### config.mk
export PLATFORM = sky130hd
export DESIGN_NAME = triangle_wave_monitor_flat
export DESIGN_NICKNAME = d
export VERILOG_FILES = /design/src/rtl/triangle_wave_monitor_if.sv /design/src/rtl/triangle_wave_monitor.sv /design/src/flat_wrapper.sv
export SDC_FILE = /design/constraint.sdc
export NUM_CORES = 1
export LEC_CHECK = 0
export BUFFER_PORTS_ARGS = -buffer_cell sky130_fd_sc_hd__buf_4
export CORE_AREA = 2 2 98 100
export CTS_CLUSTER_SIZE = 14
export DETAILED_ROUTE_END_ITERATION = 10
export DIE_AREA = 0 0 100 102
export PLACE_DENSITY = 0.74
export SLEW_MARGIN = 20
export SYNTH_ARGS = -nofsm -noshare
export SYNTH_HDL_FRONTEND = slang
export SYNTH_SLANG_ARGS = --single-unit
### constraint.sdc
create_clock -name ref_clk -period 5.1 [get_ports ref_clk]
set_input_delay 1.02 -clock ref_clk [delete_from_list [all_inputs] [get_ports ref_clk]]
set_output_delay 1.02 -clock ref_clk [all_outputs]
set_load 0.005 [all_outputs]
### src/rtl/triangle_wave_monitor_if.sv
// Sample-in / measurement-out bundle of the triangle wave monitor.
// The master drives samples; the slave (the monitor) returns measurements.
interface triangle_wave_monitor_if #(
   parameter int DATA_WIDTH   = 12,
   parameter int PERIOD_WIDTH = 16
);
   logic [DATA_WIDTH-1:0]   triangle_wave;
   logic                    sample_valid;
   logic                    direction;
   logic [DATA_WIDTH-1:0]   peak_value;
   logic [DATA_WIDTH-1:0]   trough_value;
   logic                    peak_strobe;
   logic                    trough_strobe;
   logic [PERIOD_WIDTH-1:0] period;
   logic                    period_valid;
   logic                    slope_error;
   logic [7:0]              error_count;
   logic                    lock;

   modport master (
      output triangle_wave, sample_valid,
      input  direction, peak_value, trough_value, peak_strobe, trough_strobe,
             period, period_valid, slope_error, error_count, lock
   );

   modport slave (
      input  triangle_wave, sample_valid,
      output direction, peak_value, trough_value, peak_strobe, trough_strobe,
             period, period_valid, slope_error, error_count, lock
   );
endinterface

### src/rtl/triangle_wave_monitor.sv
// Tracks a fixed-slope triangle wave: peaks, troughs, trough-to-trough period,
// slope violations and a lock indication after enough clean periods.
module triangle_wave_monitor #(
   parameter int DATA_WIDTH   = 12,
   parameter int STEP         = 1,
   parameter int PERIOD_WIDTH = 16,
   parameter int LOCK_COUNT   = 2
) (
   input  logic ref_clk,
   input  logic rstn,
   triangle_wave_monitor_if.slave mon
);
   localparam int CW = $clog2(LOCK_COUNT + 1);
   localparam logic signed [DATA_WIDTH:0] STEP_P = (DATA_WIDTH+1)'(STEP);
   localparam logic signed [DATA_WIDTH:0] STEP_N = -STEP_P;

   typedef enum logic [1:0] {S_FIRST, S_SECOND, S_RISING, S_FALLING} state_t;

   state_t                  state_q, state_d;
   logic [DATA_WIDTH-1:0]   prev_q, prev_d;
   logic [PERIOD_WIDTH-1:0] cnt_q, cnt_d;
   logic [PERIOD_WIDTH-1:0] period_q, period_d;
   logic [DATA_WIDTH-1:0]   peak_q, peak_d, trough_q, trough_d;
   logic [7:0]              errc_q, errc_d;
   logic [CW-1:0]           clean_q, clean_d;
   logic                    seen_q, seen_d;
   logic                    lock_q, lock_d;
   logic                    dir_q, dir_d;
   logic                    pk_stb_q, pk_stb_d, tr_stb_q, tr_stb_d;
   logic                    pv_q, pv_d, err_q, err_d;
   logic                    trough_ev;
   logic signed [DATA_WIDTH:0] diff;

   // Unsigned operands zero-extended so a wrap such as 4095->0 is a large negative step
   assign diff = $signed({1'b0, mon.triangle_wave}) - $signed({1'b0, prev_q});

   always_comb begin
      state_d   = state_q;
      prev_d    = prev_q;
      cnt_d     = cnt_q;
      period_d  = period_q;
      peak_d    = peak_q;
      trough_d  = trough_q;
      errc_d    = errc_q;
      clean_d   = clean_q;
      seen_d    = seen_q;
      lock_d    = lock_q;
      pk_stb_d  = 1'b0;
      tr_stb_d  = 1'b0;
      pv_d      = 1'b0;
      err_d     = 1'b0;
      trough_ev = 1'b0;
      if (mon.sample_valid) begin
         prev_d = mon.triangle_wave;
         cnt_d  = (cnt_q == '1) ? cnt_q : cnt_q + PERIOD_WIDTH'(1);
         case (state_q)
            S_FIRST:  state_d = S_SECOND;
            S_SECOND: begin
               if (diff == STEP_P)      state_d = S_RISING;
               else if (diff == STEP_N) state_d = S_FALLING;
               else                     err_d   = 1'b1;
            end
            S_RISING: begin
               if (diff == STEP_N) begin
                  state_d  = S_FALLING;
                  peak_d   = prev_q;
                  pk_stb_d = 1'b1;
               end else if (diff != STEP_P) begin
                  err_d = 1'b1;
               end
            end
            default: begin
               if (diff == STEP_P) begin
                  state_d   = S_RISING;
                  trough_d  = prev_q;
                  tr_stb_d  = 1'b1;
                  trough_ev = 1'b1;
               end else if (diff != STEP_N) begin
                  err_d = 1'b1;
               end
            end
         endcase
         if (trough_ev) begin
            period_d = cnt_q;
            cnt_d    = PERIOD_WIDTH'(1);
            if (seen_q) begin
               pv_d = 1'b1;
               if (clean_q >= CW'(LOCK_COUNT - 1)) lock_d = 1'b1;
               if (clean_q != CW'(LOCK_COUNT))     clean_d = clean_q + CW'(1);
            end else begin
               seen_d = 1'b1;
            end
         end
         if (err_d) begin
            errc_d  = (errc_q == 8'hFF) ? errc_q : errc_q + 8'd1;
            state_d = S_SECOND;
            cnt_d   = '0;
            seen_d  = 1'b0;
            lock_d  = 1'b0;
            clean_d = '0;
         end
      end
      dir_d = (state_d == S_RISING);
   end

   always_ff @(posedge ref_clk) begin
      if (!rstn) begin
         state_q  <= S_FIRST;
         prev_q   <= '0;
         cnt_q    <= '0;
         period_q <= '0;
         peak_q   <= '0;
         trough_q <= '0;
         errc_q   <= '0;
         clean_q  <= '0;
         seen_q   <= 1'b0;
         lock_q   <= 1'b0;
         dir_q    <= 1'b0;
         pk_stb_q <= 1'b0;
         tr_stb_q <= 1'b0;
         pv_q     <= 1'b0;
         err_q    <= 1'b0;
      end else begin
         state_q  <= state_d;
         prev_q   <= prev_d;
         cnt_q    <= cnt_d;
         period_q <= period_d;
         peak_q   <= peak_d;
         trough_q <= trough_d;
         errc_q   <= errc_d;
         clean_q  <= clean_d;
         seen_q   <= seen_d;
         lock_q   <= lock_d;
         dir_q    <= dir_d;
         pk_stb_q <= pk_stb_d;
         tr_stb_q <= tr_stb_d;
         pv_q     <= pv_d;
         err_q    <= err_d;
      end
   end

   assign mon.direction     = dir_q;
   assign mon.peak_value    = peak_q;
   assign mon.trough_value  = trough_q;
   assign mon.peak_strobe   = pk_stb_q;
   assign mon.trough_strobe = tr_stb_q;
   assign mon.period        = period_q;
   assign mon.period_valid  = pv_q;
   assign mon.slope_error   = err_q;
   assign mon.error_count   = errc_q;
   assign mon.lock          = lock_q;
endmodule

### src/flat_wrapper.sv
// flat-port wrapper written by rule: the top's interface ports become plain ports
module triangle_wave_monitor_flat 
#(
   parameter int DATA_WIDTH   = 12,
   parameter int STEP         = 1,
   parameter int PERIOD_WIDTH = 16,
   parameter int LOCK_COUNT   = 2
)
  (ref_clk, rstn, mon_triangle_wave, mon_sample_valid, mon_direction, mon_peak_value, mon_trough_value, mon_peak_strobe, mon_trough_strobe, mon_period, mon_period_valid, mon_slope_error, mon_error_count, mon_lock);
  triangle_wave_monitor_if #(.DATA_WIDTH(DATA_WIDTH), .PERIOD_WIDTH(PERIOD_WIDTH)) mon_i ();
  input  logic ref_clk;
  input  logic rstn;
  input wire logic [$bits(mon_i.triangle_wave)-1:0] mon_triangle_wave;
  input wire logic [$bits(mon_i.sample_valid)-1:0] mon_sample_valid;
  output wire logic [$bits(mon_i.direction)-1:0] mon_direction;
  output wire logic [$bits(mon_i.peak_value)-1:0] mon_peak_value;
  output wire logic [$bits(mon_i.trough_value)-1:0] mon_trough_value;
  output wire logic [$bits(mon_i.peak_strobe)-1:0] mon_peak_strobe;
  output wire logic [$bits(mon_i.trough_strobe)-1:0] mon_trough_strobe;
  output wire logic [$bits(mon_i.period)-1:0] mon_period;
  output wire logic [$bits(mon_i.period_valid)-1:0] mon_period_valid;
  output wire logic [$bits(mon_i.slope_error)-1:0] mon_slope_error;
  output wire logic [$bits(mon_i.error_count)-1:0] mon_error_count;
  output wire logic [$bits(mon_i.lock)-1:0] mon_lock;
  assign mon_i.triangle_wave = mon_triangle_wave;
  assign mon_i.sample_valid = mon_sample_valid;
  assign mon_direction = mon_i.direction;
  assign mon_peak_value = mon_i.peak_value;
  assign mon_trough_value = mon_i.trough_value;
  assign mon_peak_strobe = mon_i.peak_strobe;
  assign mon_trough_strobe = mon_i.trough_strobe;
  assign mon_period = mon_i.period;
  assign mon_period_valid = mon_i.period_valid;
  assign mon_slope_error = mon_i.slope_error;
  assign mon_error_count = mon_i.error_count;
  assign mon_lock = mon_i.lock;
  triangle_wave_monitor #(.DATA_WIDTH(DATA_WIDTH), .STEP(STEP), .PERIOD_WIDTH(PERIOD_WIDTH), .LOCK_COUNT(LOCK_COUNT)) u_core (.ref_clk(ref_clk), .rstn(rstn), .mon(mon_i));
endmodule
==> flow_summary.toml, run 1 <==
[global_route]
antenna_found_initial = 0
grt_pass1_vias = 3791
grt_usage = 0.2187
grtUsageMet1 = 0.2609
grtUsageMet2 = 0.3940
grt_max_degree = 69
gr-total-overflow = 0
grt_pass1_wl_mm = 18.01
top_usage_layer = "met2"
gr-usage-met3 = 0.04788

[logic_synthesis]
synth_xor_area_frac = 0.01380
synth_top_area_frac = 0.3921
yosys-top-cells-area = "dfxtp_1 (39%), nand2_1 (6.8%), mux2i_1 (6.1%), a21oi_1 (5.7%), ha_1 (4.5%)"
synth-simple-area-share = 0.2493
synth-seq-cells = 87
syn_avg_cell_area_um2 = 8.271
syn-instance-count = 537
syn-num-nets = 569
synth_top_area_cell = "dfxtp_1"
ys_warn_count = 0
ys.flop_type = "dfxtp_1"
synth_compound_area_frac = 0.1910
synth_top_family_by_area = "simple AND/OR/NAND/NOR gates"
synth_edf_count = 0
synthAdderAreaFrac = 0.04958
synth_mux_area_frac = 0.06085
yosysSeqAreaShare = 0.3921
synthArstFlopShare = 0
synth_cell_types = 67
syn_area_mm2 = 0.004442

[setup_path]
crit_path_end_kind = "register"
start_kind = "primary input"
crit_type = "in2reg"
crit_fanout = 10
crit_chain = "buf_4 -> inv_1 -> ha_1 -> fa_1 -> nand2b_1 -> a211o_1 -> a21boi_0 -> o22ai_1 -> nor4b_1 -> nand4_1 -> a311oi_2 -> buf_4 -> o311ai_0 -> nand2_1"
crit_path_frequent_cell = "buf_4"
slowest_delay_ps = 630
cp_data_required_time_ps = 5410
critPathArrivalTime_ps = 4610
crit_slowest_cell = "a311oi_2"
reg2reg_depth = 12

[sta]
rsz0062_at_grt = "no"
finalWorstSetupSlack_ps = 795.0
slew_violations = 0
min_period_ps = 4305
maxSlewHeadroom = 0.5339
timing.hold.ws_ps = 455.1
tns_ps = 0
fin_crit_sh = 0.8441
worst_pin_slew_ps = 699.2
skew_ps = 13.93
hold_violations = 0
timing.fmax_mhz = 232.3
setup_violations = 0

[clocking]
cts_tree = "built"
cts_sinks = 87
htreeDepth = 3
cts_resized = 0
hold_buffers = 0
cts_root_buf = "clkbuf_8"
clock_latency_ps = 370
cts_buffer_depth = 2
cts_buffers = 9
cts.clk_slew.worst_paths_ps = 100
postCtsSetupBuffers = 0

[min_path]
holdPathStages = 2
hold_path.class = "reg2reg"

[place]
place_inst = 697
portBuffers = 68
hpwl_mm = 7.992
dp_slack_ps = 528.8
dpl_cell_area_mm2 = 0.005034
place_congestion = 0.9351

[die]
ioPinCount = 69
die_area_mm2 = 0.01020
fp.dieH_um = 102
fp-row-count = 35
die_x_um = 100
coreArea_mm2 = 0.009109
start_util = 0.4876

[power]
p_per_area_mw_per_mm2 = 269.7
leakagePower_nw = 2.032
ir_drop_v = 0.0001690
power.total_mw = 1.413

[cells_and_area]
layout-drive-gt1-share = 0.1777
mostFrequentLayoutCells = "dfxtp_1 (87), nand2_1 (80), buf_4 (75)"
final_area_mm2 = 0.005239
fin_cells = 713
fin_nets = 629
final_common_cell = "dfxtp_1"
post-route-util = 0.5751
diodes = 0
syn2layout_area_growth_pct = 17.94

[routing]
drtIter0Drc = 187
drc = 0
post_drt_wl_per_cell_um = 15.30
firstDrtPassIters = 5
drt-total-wl_mm = 10.91
vias_per_cell = 5.752
drtAntennaViolNets = 0
num_vias = 4101

[run_status]
status = "completed"

[flow_run]
drv_cap = 0
-- path summary, 6_finish.rpt --
| check | slack, ps | end | from |
|---|---|---|---|
| max | 790 | u_core.cnt_q[9]$_SDFFE_PN0P_ | mon_triangle_wave[0] |
| min | 460 | u_core.mon.period[6]$_SDFFE_PN0P_ | u_core.mon.period[6]$_SDFFE_PN0P_ |
| max reg2reg | 1180 | u_core.cnt_q[9]$_SDFFE_PN0P_ | u_core.prev_q[0]$_SDFFE_PN0P_ |
| min reg2reg | 460 | u_core.mon.period[6]$_SDFFE_PN0P_ | u_core.mon.period[6]$_SDFFE_PN0P_ |
-- cell usage after synthesis (all sizes together) (7+ instances only) --
cell,count
dfxtp,87
nand2,80
a21oi,52
nor2,50
mux2i,27
nand3,23
inv,22
clkbuf,19
ha,16
o21ai,16
or3,11
and3,10
a211oi,7
buf,7
nand4,7
nor4,7
-- kinds of logic (layout without fill, tap and decap cells) --
family,count (synthesis),in the layout
xor+xnor,7,7
mux,27,27
flops,87,87
buf+inv,48,113
simple gates,225,225
compound gates,126,126
fa+ha+maj,17,17
-- critical path: cells and delay by family --
| family | cells | cell delay, ps |
|---|---|---|
| AO/OA/AOI/OAI | 5 | 1490 |
| AND/OR/NAND/NOR | 4 | 1110 |
| adder cells (fa/ha/maj) | 2 | 620 |
| buffers and inverters | 3 | 360 |
-- registers in the layout, summed over array words and instances, names as in the netlist --
signal,flops
u_core.mon.error_count,8
u_core.seen_q,1
u_core.mon.peak_value,12
u_core.mon.lock,1
u_core.mon.slope_error,1
u_core.state_q,2
u_core.mon.peak_strobe,1
u_core.prev_q,12
u_core.mon.direction,1
u_core.cnt_q,16
u_core.mon.period_valid,1
u_core.mon.period,16
u_core.mon.trough_value,12
u_core.mon.trough_strobe,1
u_core.clean_q,2
-- where the power goes --
group | switching (mW) | internal [mW] | leakage (nW)
Combinational | 0.124 | 0.0791 | 1.23
Clock | 0.274 | 0.236 | 0.101
Sequential | 0.0122 | 0.688 | 0.704
Total | 0.410 | 1.00 | 2.03
-- area by class of cell --
class	count	area, um^2
fill	833	3870
multi-input combinational	402	2507
sequential	87	1742
timing repair buffer	75	563.0
tap	111	138.9
clock buffer	10	127.6
inverter	22	82.58
clock inverter	6	77.57
-- metal layers --
layer,up-vias,share of wire,wire [um]
met2,108,0.50,5416
met4,0,0.015,167
met3,17,0.048,519
met5,-,0,0
li1,2052,-,-
met1,1924,0.44,4802
No activity file was read; power rests on OpenSTA's default activity.
==> inputs of run 2 (changes only) <==
--- a/config.mk
+++ b/config.mk
@@ -5,11 +5,12 @@
 export SDC_FILE = /design/constraint.sdc
 export NUM_CORES = 1
 export LEC_CHECK = 0
+export ABC_AREA = 1
 export BUFFER_PORTS_ARGS = -buffer_cell sky130_fd_sc_hd__buf_4
-export CORE_AREA = 2 2 98 100
+export CORE_AREA = 2 2 100 102
 export CTS_CLUSTER_SIZE = 14
 export DETAILED_ROUTE_END_ITERATION = 10
-export DIE_AREA = 0 0 100 102
+export DIE_AREA = 0 0 102 104
 export PLACE_DENSITY = 0.74
 export SLEW_MARGIN = 20
 export SYNTH_ARGS = -nofsm -noshare
==> constraint.sdc (replaced) <==
create_clock -name ref_clk -period 4.1 [get_ports ref_clk]
set_input_delay 0.82 -clock ref_clk [delete_from_list [all_inputs] [get_ports ref_clk]]
set_output_delay 0.82 -clock ref_clk [all_outputs]
set_load 0.005 [all_outputs]
==> run 2 against run 1 <==
Clock skew barely moved. Sequential share of layout area shrank 1.3 points. Routed wire length up 5.2%. First-iteration DRC count grew 30%. Combinational power rose by 45%. Hold slack worse by 4.9 ps. Clock power is 31% higher. Sequential cell count is the same. Total power is 30% higher. Design area rose by 4.0%. Via count up 8.7%. Critical endpoint is now u_core.mon.trough_value[1]$_SDFFE_PN0P_. Largest cell class unchanged.
==> flow_summary.toml, run 2 <==
[die]
start_util = 0.4896
fp.dieH_um = 104
ioPinCount = 69
coreArea_mm2 = 0.009549
fp-row-count = 36
die_x_um = 102
die_area_mm2 = 0.01061

[global_route]
grt_pass1_vias = 4101
gr-total-overflow = 0
grt_max_degree = 64
antenna_found_initial = 0
grt_pass1_wl_mm = 19.23
grt_usage = 0.2252

[setup_path]
critPathArrivalTime_ps = 3440
start_kind = "primary input"
reg2reg_slack_ps = 1160
crit_fanout = 52
reg2reg_depth = 17
r2r-start = "u_core.prev_q[0]$_SDFFE_PN0P_"
crit_type = "in2reg"
crit_path_end_kind = "register"
worstReg2RegEnd = "u_core.mon.trough_value[1]$_SDFFE_PN0P_"
cp_data_required_time_ps = 4390

[clocking]
htreeDepth = 3
hold_buffers = 0
postCtsSetupBuffers = 0
cts_buffers = 9
cts_root_buf = "clkbuf_8"
cts_sinks = 87
cts.clk_slew.worst_paths_ps = 80
cts_resized = 0
cts_tree = "built"
cts_buffer_depth = 2
clock_latency_ps = 370

[logic_synthesis]
synth_cell_types = 37
ys.flop_type = "dfxtp_1"
synthArstFlopShare = 0
syn_avg_cell_area_um2 = 6.846
synth_common_cells = "nand2_1 (150), inv_1 (102), dfxtp_1 (87)"
yosysSeqAreaShare = 0.3725
synth_edf_count = 0
syn-num-nets = 715
syn-instance-count = 683
yosys-top-cells-area = "dfxtp_1 (37%), nand2_1 (12%), inv_1 (8.2%), a21oi_1 (8.0%), nor2_1 (4.7%)"
syn_area_mm2 = 0.004676
synth_top_area_frac = 0.3725
synth_top_area_cell = "dfxtp_1"
ys_warn_count = 0
yosysMostFrequentCell = "nand2_1"
synth-seq-cells = 87

[power]
p_per_area_mw_per_mm2 = 337.6
p_sw_mw = 0.5245
comb_power_share = 0.160
ir_drop_v = 0.0001722
swShare = 0.2852
clkPwrFrac = 0.365
power_frac_seq = 0.475
leakagePower_nw = 2.557
intPower_mw = 1.314

[cells_and_area]
multi_input_area_mm2 = 0.002394
n_fill_cell = 928
layout-drive-gt1-share = 0.1411
fin_nets = 772
final_common_cell = "nand2_1"
diodes = 0
mostFrequentLayoutCells = "nand2_1 (150), inv_1 (102), dfxtp_1 (87)"
syn2layout_area_growth_pct = 16.48
regArea_mm2 = 0.001742

[sta]
fin_crit_sh = 0.7670
min_period_ps = 3145
maxSlewHeadroom = 0.4825
skew_ps = 14.20
hold_violations = 0
setup_violations = 0
tns_ps = 0
slew_violations = 0
timing.fmax_mhz = 318.0
rsz0062_at_grt = "no"
worst_pin_slew_ps = 775.4
timing.hold.ws_ps = 450.2

[min_path]
min_from = "u_core.mon.peak_value[2]$_SDFFE_PN0P_"
hold_path.class = "reg2reg"
hold_end = "u_core.mon.peak_value[2]$_SDFFE_PN0P_"
holdPathStages = 2

[routing]
drc = 0
drtAntennaViolNets = 0
post_drt_wl_per_cell_um = 13.09
vias_per_cell = 5.083
firstDrtPassIters = 5
drt-total-wl_mm = 11.48
num_vias = 4458
drtIter0Drc = 244

[run_status]
status = "completed"

[flow_run]
drv_cap = 0

[place]
hpwl_mm = 8.196
place_congestion = 0.9169
portBuffers = 68
==> run 2: area by class of cell <==
| cell class | count | share of cell area |
|---|---|---|
| Tap cell | 133 | 0.03055 |
| Clock buffer | 12 | 0.02665 |
| Clock inverter | 3 | 0.01241 |
| Multi-Input combinational cell | 464 | 0.4395 |
| Sequential cell | 87 | 0.3198 |
| Inverter | 109 | 0.07604 |
| Timing Repair Buffer | 69 | 0.09511 |
==> run 2: worst max path at each step <==
stage	slack, ps	depth (start not counted)	from	end
after detailed placement	610	17	mon_triangle_wave[0]	u_core.cnt_q[10]$_SDFFE_PN0P_
after global routing	680	20	mon_triangle_wave[0]	u_core.cnt_q[0]$_SDFFE_PN0P_
after CTS	1000	21	mon_triangle_wave[0]	u_core.cnt_q[4]$_SDFFE_PN0P_
after floorplan	1070	15	mon_triangle_wave[0]	u_core.mon.lock$_SDFFE_PN0P_
final	960	19	mon_triangle_wave[0]	u_core.mon.trough_value[1]$_SDFFE_PN0P_
after global placement	720	17	mon_triangle_wave[0]	u_core.cnt_q[12]$_SDFFE_PN0P_
==> run 2: power groups by stage <==
| stage | sequential (mW) | clock (mW) | combinational (mW) |
|---|---|---|---|
| floorplan | 0.889 | 0 | 0.221 |
| global route | 0.875 | 0.718 | 0.335 |
| finish | 0.873 | 0.670 | 0.295 |
| detailed placement | 0.893 | 0 | 0.286 |
| global placement | 0.892 | 0 | 0.280 |
| CTS | 0.873 | 0.680 | 0.290 |
==> run 2: cells by family after synthesis <==
logic type                 count (synthesis)  share of synthesized area
and+or+nand+nor                          300                     0.2949
adders and majority gates                 17                    0.04710
buffers and inverters                    132                     0.1156
DFF                                       87                     0.3725
AOI/OAI and AO/OA                        132                     0.1418
xor gates and xnor gates                  15                    0.02810
==> run 2: metal layers <==
metal  track usage  vias to the layer above  wire [um]
met5             0                        -          0
met4       0.07619                        0        190
met3       0.04032                       18        655
met2        0.3313                      143       4833
met1        0.3304                     1982       5798
li1              -                     2315          -
==> run 2: per-stage QoR <==
stage	util	instance area, um^2	total power, mW	std cells	setup WS [ps]
6_report	0.5704	5446	1.839	877	955.3
3_5_place_dp	0.5481	5234	1.179	862	607.8
2_1_floorplan	-	4676	1.110	683	1074
3_3_place_gp	0.5481	5234	1.172	862	722.8
4_1_cts	0.5704	5446	1.842	877	1002
5_1_grt	0.5704	5446	1.928	877	682.0
==> run 2: critical path, stage by stage <==
cell and delay, ps:
buf_4 80, inv_1 40, ha_1 220, fa_1 390, inv_1 110, nand3_1 80, nand2_1 100, nand2_1 100
nand2_1 120, nand2_1 60, nand2_1 60, nand2_1 90, nor2_4 160, nand2_1 100, nor2_4 140, nand3_4 170
clkinv_4 300, o21ai_0 120, a21oi_1 160
==> inputs of run 3 (changes only) <==
--- a/config.mk
+++ b/config.mk
@@ -5,13 +5,13 @@
 export SDC_FILE = /design/constraint.sdc
 export NUM_CORES = 1
 export LEC_CHECK = 0
-export ABC_AREA = 1
+export ABC_AREA = 0
 export BUFFER_PORTS_ARGS = -buffer_cell sky130_fd_sc_hd__buf_4
-export CORE_AREA = 2 2 100 102
+export CORE_AREA = 2 2 98 100
 export CTS_CLUSTER_SIZE = 14
 export DETAILED_ROUTE_END_ITERATION = 10
-export DIE_AREA = 0 0 102 104
-export PLACE_DENSITY = 0.74
+export DIE_AREA = 0 0 100 102
+export PLACE_DENSITY = 0.77
 export SLEW_MARGIN = 20
 export SYNTH_ARGS = -nofsm -noshare
 export SYNTH_HDL_FRONTEND = slang
==> constraint.sdc (replaced) <==
create_clock -name ref_clk -period 2.8 [get_ports ref_clk]
set_input_delay 0.56 -clock ref_clk [delete_from_list [all_inputs] [get_ports ref_clk]]
set_output_delay 0.56 -clock ref_clk [all_outputs]
set_load 0.005 [all_outputs]
==> run 3 against run 2 <==
The run now ends with setup timing left. Sequential share of layout area is 6.0 points lower. Core utilization is 17 points higher. Critical path depth is 7 lower. Die area is 3.8% lower. Sequential cell count stayed put. Count of clock-buffer cells in the layout stayed put. Non-clock buffer count is 94 higher. Design area is 23% higher. Clock power is 51% higher. Via count is 5.9% higher. Combinational power is 110% higher. Final cell count is 8.7% lower. Largest cell class unchanged.
==> flow_summary.toml, run 3 (synthesized netlist as in run 1, its figures left out) <==
[place]
hpwl_mm = 8.725
portBuffers = 68
place_inst = 770
place_congestion = 0.9249

[sta]
timing.fmax_mhz = 303.5
finalWorstSetupSlack_ps = -495.0
setup_violations = 72
slew_violations = 0
min_period_ps = 3295
tns_ps = -28520
skew_ps = 9.040
maxSlewHeadroom = 0.5954
worst_pin_slew_ps = 606.1
rsz0062_at_grt = "yes"
timing.hold.ws_ps = 459.8
hold_violations = 0
fin_crit_sh = 1.177

[setup_path]
cp_data_required_time_ps = 3100
crit_type = "reg2reg"
start_kind = "register"
crit_path_end_kind = "register"
crit_fanout = 8
reg2reg_slack_ps = -500
critPathArrivalTime_ps = 3590

[global_route]
top_usage_layer = "met2"
grtUsageMet2 = 0.4662
grt_usage = 0.2495
grt_pass1_wl_mm = 20.49
gr-total-overflow = 0
grt_pass1_vias = 4520
antenna_found_initial = 0
gr-usage-met3 = 0.06156
grt_max_degree = 46
grtUsageMet1 = 0.2636

[routing]
num_vias = 4720
drtIter0Drc = 188
drc = 0
drt-total-wl_mm = 13.96
vias_per_cell = 5.893
post_drt_wl_per_cell_um = 17.43
drtAntennaViolNets = 0
firstDrtPassIters = 6

[die]
fp-row-count = 35
fp.dieH_um = 102
start_util = 0.4876
coreArea_mm2 = 0.009109
die_area_mm2 = 0.01020
die_x_um = 100
ioPinCount = 69

[power]
p_per_area_mw_per_mm2 = 431.7
leakagePower_nw = 2.633
ir_drop_v = 0.0003374

[cells_and_area]
final_common_cell = "buf_4"
fin_nets = 717
n_fill_cell = 628
syn2layout_area_growth_pct = 51.07
layout-drive-gt1-share = 0.4304
fin_cells = 801
mostFrequentLayoutCells = "buf_4 (146), dfxtp_1 (85), nand2_1 (50)"
diodes = 0

[clocking]
htreeDepth = 3
cts_tree = "built"
hold_buffers = 0
cts_root_buf = "clkbuf_8"
cts_buffer_depth = 2
cts.clk_slew.worst_paths_ps = 90
clock_latency_ps = 360
cts_buffers = 9
cts_sinks = 87

[min_path]
hold_path.class = "in2reg"

[run_status]
status = "finished with violations"
violations = "setup timing"

[flow_run]
drv_cap = 0
## run 3: changes by cell type in the layout (fill, tap and decap cells not counted), moves of 10 or more
cell     previous run  this run
buf_4              69       146
nor2_1             58        48
a21oi_2             0        35
or3_1               0        11
a21oi_1            75        16
o21ai_1            26         6
xor2_1             14         3
inv_1             102        20
nand4_1            24         7
o21ai_0            29        10
mux2i_1             0        24
nand2_1           150        50
nand3_1            41        21
nand2_4             1        28
## run 3: power breakdown
part / total (mW) / switching [mW] / internal [mW]
combinational: 0.621 / 0.326 / 0.296
sequential: 1.27 / 0.0155 / 1.25
clock: 1.01 / 0.452 / 0.555
total: 2.90 / 0.793 / 2.10
## run 3: worst paths after layout
| kind | startpoint | cells after the start | endpoint |
|---|---|---|---|
| worst min-delay path | mon_triangle_wave[5] | 3 | u_core.prev_q[5]$_SDFFE_PN0P_ |
| worst max register to register | u_core.prev_q[0]$_SDFFE_PN0P_ | 12 | u_core.cnt_q[15]$_SDFFE_PN0P_ |
| worst min register to register | u_core.mon.trough_value[0]$_SDFFE_PN0P_ | 2 | u_core.mon.trough_value[0]$_SDFFE_PN0P_ |
| worst max-delay path | u_core.prev_q[0]$_SDFFE_PN0P_ | 12 | u_core.cnt_q[15]$_SDFFE_PN0P_ |
## run 3: area by class of cell
class,instances,area (um^2),share of cell area
Inverter,22,95.09,0.01417
Tap cell,111,138.9,0.02070
Clock buffer,12,155.1,0.02312
Clock inverter,4,77.57,0.01156
Sequential cell,87,1744,0.2599
Multi-Input combinational cell,402,3134,0.4671
Timing Repair Buffer,163,1365,0.2034
## run 3: routing by layer
layer  vias to the layer above  share of wire
li1                       2216              -
met1                      2283           0.37
met2                       174           0.53
met3                        47          0.056
met4                         0          0.037
met5                         -              0
## run 3: stage by stage
stage                       util  power [mW]  area (um^2)  setup WS, ps
final                     0.7367       2.897         6710        -495.0
after global routing      0.7367       2.998         6710        -647.7
after CTS                 0.6707       2.827         6110        -485.6
after detailed placement  0.6206       1.800         5653        -886.9
after global placement    0.6206       1.786         5653        -824.1
after floorplan                -       1.585         4559        -779.8
## run 3: critical path, stage by stage (launching register included)
cell      delay, ps
dfxtp_2         340
ha_4            160
fa_2            340
nand2b_4        160
a211o_4         370
a21boi_2        170
o22ai_2         120
nand4b_1        260
nor4_4          420
a311oi_4         90
buf_6           170
or4_4           500
a21oi_2         130
## run 3: what timing repair did
item                                   in CTS  in global routing
endpoints found under the hold margin       0                  0
resized for setup                          32                125
setup endpoints to repair                  71                 73
pin swaps                                  18                 41
buffers inserted                            8                  3
gates cloned                                3                  3
